**src/rtl/spi_master_ctrl.sv**
```systemverilog
`default_nettype none
// ============================================================================
//  Module   : spi_master_ctrl
//  Brief    : Single-clock SPI master for the SS_n/MOSI/MISO slave RAM wrapper.
//             Serialises {cmd[1:0], data[7:0]} MSB first and captures an 8-bit
//             MISO reply for read-data (cmd=11) frames.
//             Optional one-entry command buffer: define SPI_MASTER_QUEUE_EN.
//  Revision : 1.0 - initial release
// ============================================================================
module spi_master_ctrl #(
    parameter int RD_LATENCY = 2,
    parameter int IDLE_GAP   = 1
) (
    input  logic       clk,
    input  logic       rst,
    input  logic       start,
    input  logic [1:0] cmd,
    input  logic [7:0] data_in,
    output logic       ready,
    output logic       busy,
    output logic       done,
    output logic [7:0] rx_data,
    output logic       rx_valid,
    output logic       SS_n,
    output logic       MOSI,
    input  logic       MISO
);

    typedef enum logic [2:0] {
        S_IDLE  = 3'd0,
        S_SEL   = 3'd1,
        S_SHIFT = 3'd2,
        S_WAIT  = 3'd3,
        S_RECV  = 3'd4,
        S_STOP  = 3'd5,
        S_GAP   = 3'd6
    } state_t;

    // Terminal counts; STOP is itself the first SS_n-high cycle of the gap.
    localparam logic [7:0] C_WAIT_LAST   = 8'((RD_LATENCY > 0) ? RD_LATENCY - 1 : 0);
    localparam logic [7:0] C_GAP_LAST    = 8'((IDLE_GAP > 1) ? IDLE_GAP - 2 : 0);
    localparam bit         C_GAP_IN_STOP = (IDLE_GAP <= 1);
    localparam bit         C_HAS_WAIT    = (RD_LATENCY > 0);

    state_t     state_q, state_d;
    logic [3:0] bit_cnt_q, bit_cnt_d;
    logic [7:0] tmr_q, tmr_d;
    logic [9:0] shift_q, shift_d;
    logic       rd_q, rd_d;
    logic [7:0] rx_shift_q, rx_shift_d;
    logic [7:0] rx_data_q, rx_data_d;

    logic       w_busy;
    logic       w_ready;
    logic       w_accept;
    logic       w_last_gap;
    logic       w_launch;
    logic [9:0] w_launch_word;

    assign w_busy     = (state_q != S_IDLE);
    assign w_last_gap = ((state_q == S_STOP) && C_GAP_IN_STOP) ||
                        ((state_q == S_GAP) && (tmr_q == C_GAP_LAST));
    assign w_accept   = start & w_ready;

`ifdef SPI_MASTER_QUEUE_EN
    logic       buf_full_q, buf_full_d;
    logic [9:0] buf_word_q, buf_word_d;

    assign w_ready = ~buf_full_q;

    // Launch selection and buffer fill/drain; the buffer is always empty in IDLE.
    always_comb begin
        w_launch      = 1'b0;
        w_launch_word = {cmd, data_in};
        buf_full_d    = buf_full_q;
        buf_word_d    = buf_word_q;
        if (state_q == S_IDLE) begin
            w_launch = w_accept;
        end else if (w_last_gap) begin
            if (buf_full_q) begin
                w_launch      = 1'b1;
                w_launch_word = buf_word_q;
                buf_full_d    = 1'b0;
            end else begin
                w_launch = w_accept;
            end
        end else if (w_accept) begin
            buf_full_d = 1'b1;
            buf_word_d = {cmd, data_in};
        end
    end

    // Command buffer registers.
    always_ff @(posedge clk) begin
        if (rst) begin
            buf_full_q <= 1'b0;
            buf_word_q <= 10'd0;
        end else begin
            buf_full_q <= buf_full_d;
            buf_word_q <= buf_word_d;
        end
    end
`else
    assign w_ready       = ~w_busy;
    assign w_launch      = (state_q == S_IDLE) && w_accept;
    assign w_launch_word = {cmd, data_in};
`endif

    // Next-state and datapath updates for the frame sequencer.
    always_comb begin
        state_d    = state_q;
        bit_cnt_d  = bit_cnt_q;
        tmr_d      = tmr_q;
        shift_d    = shift_q;
        rd_d       = rd_q;
        rx_shift_d = rx_shift_q;
        rx_data_d  = rx_data_q;
        case (state_q)
            S_IDLE: ;
            S_SEL: begin
                // Cycle 0 is the dead cycle, cycle 1 pre-presents cmd[1].
                if (bit_cnt_q == 4'd1) begin
                    state_d   = S_SHIFT;
                    bit_cnt_d = 4'd0;
                end else begin
                    bit_cnt_d = bit_cnt_q + 4'd1;
                end
            end
            S_SHIFT: begin
                shift_d = {shift_q[8:0], 1'b0};
                if (bit_cnt_q == 4'd9) begin
                    bit_cnt_d = 4'd0;
                    tmr_d     = 8'd0;
                    if (!rd_q)           state_d = S_STOP;
                    else if (C_HAS_WAIT) state_d = S_WAIT;
                    else                 state_d = S_RECV;
                end else begin
                    bit_cnt_d = bit_cnt_q + 4'd1;
                end
            end
            S_WAIT: begin
                if (tmr_q == C_WAIT_LAST) state_d = S_RECV;
                else                      tmr_d   = tmr_q + 8'd1;
            end
            S_RECV: begin
                rx_shift_d = {rx_shift_q[6:0], MISO};
                if (bit_cnt_q == 4'd7) begin
                    rx_data_d = {rx_shift_q[6:0], MISO};
                    bit_cnt_d = 4'd0;
                    state_d   = S_STOP;
                end else begin
                    bit_cnt_d = bit_cnt_q + 4'd1;
                end
            end
            S_STOP: begin
                tmr_d = 8'd0;
                if (C_GAP_IN_STOP) state_d = S_IDLE;
                else               state_d = S_GAP;
            end
            S_GAP: begin
                tmr_d = tmr_q + 8'd1;
                if (w_last_gap) state_d = S_IDLE;
            end
            default: state_d = S_IDLE;
        endcase
        // A launch takes priority over returning to IDLE.
        if (w_launch) begin
            state_d   = S_SEL;
            bit_cnt_d = 4'd0;
            shift_d   = w_launch_word;
            rd_d      = &w_launch_word[9:8];
        end
    end

    // State and datapath registers.
    always_ff @(posedge clk) begin
        if (rst) begin
            state_q    <= S_IDLE;
            bit_cnt_q  <= 4'd0;
            tmr_q      <= 8'd0;
            shift_q    <= 10'd0;
            rd_q       <= 1'b0;
            rx_shift_q <= 8'd0;
            rx_data_q  <= 8'd0;
        end else begin
            state_q    <= state_d;
            bit_cnt_q  <= bit_cnt_d;
            tmr_q      <= tmr_d;
            shift_q    <= shift_d;
            rd_q       <= rd_d;
            rx_shift_q <= rx_shift_d;
            rx_data_q  <= rx_data_d;
        end
    end

    assign SS_n     = ~((state_q == S_SEL) || (state_q == S_SHIFT) ||
                        (state_q == S_WAIT) || (state_q == S_RECV));
    assign MOSI     = (((state_q == S_SEL) && (bit_cnt_q == 4'd1)) ||
                       (state_q == S_SHIFT)) ? shift_q[9] : 1'b0;
    assign busy     = w_busy;
    assign ready    = w_ready;
    assign done     = (state_q == S_STOP);
    assign rx_valid = (state_q == S_STOP) && rd_q;
    assign rx_data  = rx_data_q;

endmodule
`default_nettype wire
```
**config.mk**
```make
export PLATFORM = sky130hd
export DESIGN_NAME = spi_master_ctrl
export DESIGN_NICKNAME = d
export VERILOG_FILES = /design/src/rtl/spi_master_ctrl.sv
export SDC_FILE = /design/constraint.sdc
export NUM_CORES = 1
export LEC_CHECK = 0
export CAP_MARGIN = 20
export CORE_UTILIZATION = 40
export CTS_BUF_LIST = sky130_fd_sc_hd__clkbuf_8
export DETAILED_ROUTE_END_ITERATION = 10
export HOLD_SLACK_MARGIN = 0.15
export PLACE_DENSITY = 0.69
export SETUP_SLACK_MARGIN = 0.4
export SLEW_MARGIN = 20
export SYNTH_ARGS = -nofsm -noshare
export SYNTH_HDL_FRONTEND = slang
export SYNTH_SLANG_ARGS = --single-unit
```
**constraint.sdc**
```tcl
create_clock -name clk -period 2.5 [get_ports clk]
set_input_delay 0.375 -clock clk [delete_from_list [all_inputs] [get_ports clk]]
set_output_delay 0.375 -clock clk [all_outputs]
set_load 0.1 [all_outputs]
```
==> results.md <==
* Final period utilization at 81.6%
* Vias at around 1900
* I/O pin total at 28
* CTS Root Cell: clkbuf_8
* Reg clk slew, reported paths at around 0.080 ns
* Number of diodes at 0
* Initial core utilization at a little over two fifths
* Initial DRC Count at 45
* Critical path peak fanout at 4
* Share of cells above drive strength 1 at between 20% and 30%
* Avg Inst Size Synth at between 8 and 9 um2
* Post-layout worst setup margin at ~0.46 ns
* Initial antenna violation count at 0
* Die area at approximately 5400 um2
* Via count of the first global-routing pass at 1585
* Synth Instances at ~250
* Number of cell rows at 25
* Count of different cell masters after synthesis at 52
* Max-cap violations at 0
* Largest net degree at the start of global routing at 30
* Clk sinks at a little over 40
* Post-synth EDFFs at 0
* Clk_skew at 0.00791 ns
* CTS Buf Count at 5
* Asr flop ratio synth at 0%
* Hold Path Class: register to register
* CP endpoint kind: output pin
* Yosys synthesis warning count at 0
* Critical path class: register to output pin
* # nets final at ~300
* Port-buffer cells at 27
* Required @ worst endpoint at between 2 and 2.5 ns
* Register area share after synthesis at about 40%
* Peak VDD IR at approximately 0.00035 V
* Register bit total from synthesis at 41
* TNS Setup at 0 ns
* Area added between synthesis and finish at 27.5%
* Final Hold Viols at 0
* Worst path arrival time at 1.66 ns
* Height of the die at 73.8 um
* Latest clock arrival within the worst-skew pair at between 0.3 and 0.4 ns
* Global-route wire length before repair at just over 7000 um
* Status: complete, no violations
* DP Cell Count at around 330
* Hold_buf cts at 0
* WHS at about 0.46 ns
* Hpwl dp at between 3000 and 4000 um
* Max transition margin at 61.7%
* Total Power at roughly 1.4 mW
* Syn Nets at 270
* Setup violations, final at 0
* Dpl ws at 0.337 ns
* Die X-Extent at 73.8 um
* H-tree depth at 2
* Clock Path Buffers at 2
* Max-slew violations at 0
* Drt wl/cell at 12.8 um
* CTS tree: done
* Tmin final at roughly 2.0 ns
* Power Density at 538 nW/um2
* Drt first pass iters at 4
* GPL Wtd Cong at a little under 0.8
* Drc violations at 0
* Lkg Pwr at approximately 0.93 nW
* Vias per cell at 5.40
* Worst Tran Pin Value at between 0.5 and 0.6 ns
* Final Non-Filler Cells at 348
* RSZ-0062 raised after global routing: yes
* DRT antenna net count at 0
* Max Fclk at 0.490 GHz
* Post-synth top flop: dfxtp_1
* Total core area at 4850 um2
* Tot GR Track Use at ~17%
* Critical path launch point type: register
* Post-Syn Area at 2060 um2
* Final wirelength at roughly 4500 um
* Gr ovfl total at 0
state kept, by name (all words and copies together), names as in the netlist:
signal      count
bit_cnt_q       4
state_q         3
shift_q        10
tmr_q           8
rx_shift_q      7
rx_data         8
rd_q            1
stage by stage:
step	util (%)	instance area, um2
4_1_cts	52.9	2570
2_1_floorplan	-	2150
3_3_place_gp	50.9	2470
3_5_place_dp	50.9	2470
6_report	54.2	2630
5_1_grt	54.2	2630
critical path, stage by stage, from the launching register on:
cell     delay [ns]
dfxtp_2        0.34
inv_2          0.07
ha_4           0.15
nor3b_4        0.23
a21oi_2        0.10
nor3b_4        0.26
buf_12         0.21
cell usage after synthesis, types with 2 or more instances:
cell type,number,share of area [%]
dfxtp_1,41,40
nand2_1,34,6.2
a21oi_1,31,7.5
nor2_1,22,4.0
mux2i_1,10,4.9
o21ai_0,10,2.4
a22oi_1,8,2.9
buf_2,7,1.7
inv_1,7,1.3
clkbuf_1,6,1.1
nand3_1,6,1.5
or3_1,6,1.8
ha_1,5,3.0
nor2b_1,4,1.2
nor3b_1,4,1.5
nand2b_1,3,0.91
nor3_1,3,0.73
a211o_1,2,0.85
and2_1,2,0.61
and3_1,2,0.61
nand3b_1,2,0.73
nand4_1,2,0.61
o2bb2ai_1,2,0.85
o31ai_1,2,0.73
or2_2,2,0.61
xor2_1,2,0.85
cell families (layout without fill, tap and decap cells):
group | Yosys count | in the layout | share of synthesized area [%]
AND/OR/NAND/NOR | 100 | 100 | 24.5
multiplexers | 10 | 10 | 4.85
AO/OA/AOI/OAI | 68 | 68 | 21.2
adder cells (fa/ha/maj) | 5 | 5 | 3.03
flip-flops | 41 | 41 | 39.8
XOR/XNOR | 3 | 3 | 1.27
buffers and inverters | 24 | 54 | 5.40
path summary, 6_finish.rpt:
check                             startpoint         end  slack, ns  cells after the start
worst min register to register    shift_q[5]  shift_q[5]       0.46                      2
worst min-delay path              shift_q[5]  shift_q[5]       0.46                      2
worst max-delay path            bit_cnt_q[1]        MOSI       0.46                      6
worst max register to register      tmr_q[0]  state_q[1]       0.52                      7
what timing repair did:
item                       in CTS  in global routing
resized for setup               3                  7
setup endpoints to repair       5                  4
setup buffers                   0                  6
pin swaps                       1                  4
layout by cell type, fill, tap and decap left out, drive strengths merged, types with 2 or more instances in the layout:
| cell type | count |
|---|---|
| and3 | 2 |
| clkinvlp | 2 |
| nand2 | 34 |
| or4 | 2 |
| nor2 | 23 |
| o21ai | 10 |
| or3 | 6 |
| nand4 | 2 |
| dfxtp | 41 |
| a21oi | 31 |
| a22oi | 8 |
| xor2 | 2 |
| clkbuf | 5 |
| nand2b | 3 |
| nor3 | 3 |
| and2 | 2 |
| clkdlybuf4s50 | 13 |
| o2bb2ai | 2 |
| buf | 26 |
| or2 | 2 |
| nand3 | 6 |
| o31ai | 2 |
| ha | 5 |
| nor3b | 5 |
| mux2i | 10 |
| nor2b | 4 |
| nand3b | 2 |
| a211o | 2 |
| o311ai | 2 |
| inv | 7 |
cell type report:
type | count | area [um2]
clock buffers | 5 | 68.8
clock inverters | 3 | 25.0
fillers | 448 | 2220
inverters | 7 | 30.0
multi-input cells | 186 | 1200
flip-flops and latches | 41 | 833
well taps | 67 | 83.8
repair buffers | 39 | 388
per-layer routing:
metal  routed length (um)  vias up  global-route usage (%)
met5                    0        -                       0
met1                 2100      893                    22.6
li1                     -      948                       -
met3                  179        6                    4.80
met2                 2130       32                    27.5
met4                   46        0                    5.13
power by group:
| part | switching, mW | internal (mW) |
|---|---|---|
| registers | 0.0237 | 0.672 |
| logic | 0.152 | 0.105 |
| clock network | 0.261 | 0.202 |
Note: power is estimated with default switching activity, not from simulation.
==> edit: new RTL, same settings <==
Add a define of `SPI_MASTER_QUEUE_EN`.
--- a/src/rtl/spi_master_ctrl.sv
+++ b/src/rtl/spi_master_ctrl.sv
@@ -8,4 +8,6 @@
 //  Revision : 1.0 - initial release
 // ============================================================================
+`define SPI_MASTER_QUEUE_EN
+
 module spi_master_ctrl #(
     parameter int RD_LATENCY = 2,
Behaviour: not the same (a bounded check fails within 4 cycles, from zero or initial values and one cycle with rst high).
==> edit against the original RTL <==
- first-iteration DRC count rose to 4.7 times the old value
- wire length grew 63%
- setup slack better by 19 ps
- count of clock-buffer cells in the layout stayed put
- synthesized cell count is 42% higher
- power is 140% higher
- largest power group is now combinational cells
- area after synthesis up 48%
- sequential cell count rose by 11
- final area increased by 39%
==> edit: results (changes against the original RTL) <==
[status]
status=finished clean

[power]
swShare=0.4482  ; +0.1401
vdd_drop_max_mv=0.8846  ; +150%
cellLeakagePower_nw=1.308  ; +41%

[setup_path]
cpMaxStageDelayCell=dfxtp_1
slowest_delay_ps=410  ; +70 ps
cp_max_fo=5  ; +1
crit_family=flip-flops

[cells_and_area]
instances_no_fill=486  ; +40%
drive_above_1_share=0.1964  ; -0.01714
top_regs=buf_word_q (10), shift_q (10)

[sta]
slew_headroom=0.5750  ; -0.04169
skew_ps=15.38  ; +7.478 ps

[drt]
wl_per_cell_um=14.94  ; +17%
drtIter0Drc=211  ; +370%
vias=2728  ; +45%

[synthesis]
synth.area.top_cells=dfxtp_1, mux2i_1, nor2_1, a311oi_2, nand2_1
syn_nets=375  ; +39%
yosys_warnings=0  ; unchanged
yosys.cell_types.count=56  ; +7.7%
synth.avg_cell_area_sq_um=8.572  ; +4.3%
synthTopCellsByCount=dfxtp_1, nor2_1, nand2_1
ys_seq_area_frac=0.3411  ; -0.05693

[place]
dp_hpwl_um=5025  ; +64%
place_congestion=0.7887  ; +1.2%
placed_cells=474  ; +42%
detailedPlace.worstSlack_ps=270.8  ; -66.29 ps

[global_routing]
grt_pass1_vias=2509  ; +58%
track_usage=0.1964  ; +0.02386
antenna_found_initial=0  ; unchanged
grt_max_degree=24  ; -20%
grt_pass1_wl_um=12250  ; +69%

[clocking]
clkSlewWorstSetupHoldPaths_ps=100  ; +20 ps

[worst_hold_path]
whs_path_depth=2  ; unchanged

-- edit: cell types whose count changed after synthesis, sizes merged, moves of 9 or more --
cell / delta
a22o: +9
a311oi: +12
nor2: +15
dfxtp: +11
a31oi: +12
nor2b: +10
a211oi: +10
a21oi: -13
-- edit: final cells by class --
| type | count | area, sq um |
|---|---|---|
| Clock buffer | 5 | 68.82 |
| Clock inverter | 3 | 26.28 |
| Fill cell | 675 | 3671 |
| Inverter | 9 | 33.78 |
| Multi-Input combinational cell | 266 | 1866 |
| Sequential cell | 52 | 1052 |
| Tap cell | 99 | 123.9 |
| Timing Repair Buffer | 52 | 489.2 |
-- edit: worst min-delay path: cells and delay by family (launching register included) --
kind            cells  cell delay, ps
simple gates        1              50
compound gates      1              50
flops               1             320
-- edit: cell families after synthesis --
group           after synthesis  synth area share
buf+inv                      38           0.05863
simple gates                131            0.2255
xor+xnor                      9           0.02583
fa+ha+maj                     5           0.02050
flops                        52            0.3411
compound gates              102            0.2657
mux                          19           0.06273
-- edit: repair_timing --
| action | CTS | global route |
|---|---|---|
| pin swaps | 1 | 2 |
| cloned | 0 | 0 |
| buffers inserted | 0 | 4 |
| gates resized for setup | 6 | 4 |
| setup endpoints to repair | 5 | 10 |
-- edit: final timing paths --
check | start | end | slack (ps)
min | rx_shift_q[6] | rx_shift_q[6] | 460
max reg2reg | bit_cnt_q[1] | tmr_q[7] | 560
min reg2reg | rx_shift_q[6] | rx_shift_q[6] | 460
max | bit_cnt_q[0] | MOSI | 480
-- edit: stage by stage --
stage,hold slack (ps),instance area [sq um],total power [mW]
final,464.0,3660,3.455
after global routing,500.9,3660,3.690
after CTS,469.8,3613,3.408
after detailed placement,453.6,3507,2.872
after global placement,448.1,3507,2.838
after floorplan,436.0,3069,2.422
-- edit: metal layers --
| layer | up-vias | global-route usage | share of wire |
|---|---|---|---|
| li1 | 1364 | - | - |
| met1 | 1291 | 0.2776 | 0.49 |
| met2 | 69 | 0.3074 | 0.46 |
| met3 | 4 | 0.03324 | 0.040 |
| met4 | 0 | 0.05483 | 0.0092 |
| met5 | - | 0 | 0 |
-- edit: power groups by stage --
stage | Sequential, mW | Clock [mW] | Combinational, mW
global route | 1.19 | 0.577 | 1.93
global placement | 1.17 | 0 | 1.67
CTS | 1.16 | 0.532 | 1.71
detailed placement | 1.17 | 0 | 1.70
finish | 1.16 | 0.518 | 1.78
floorplan | 1.07 | 0 | 1.35
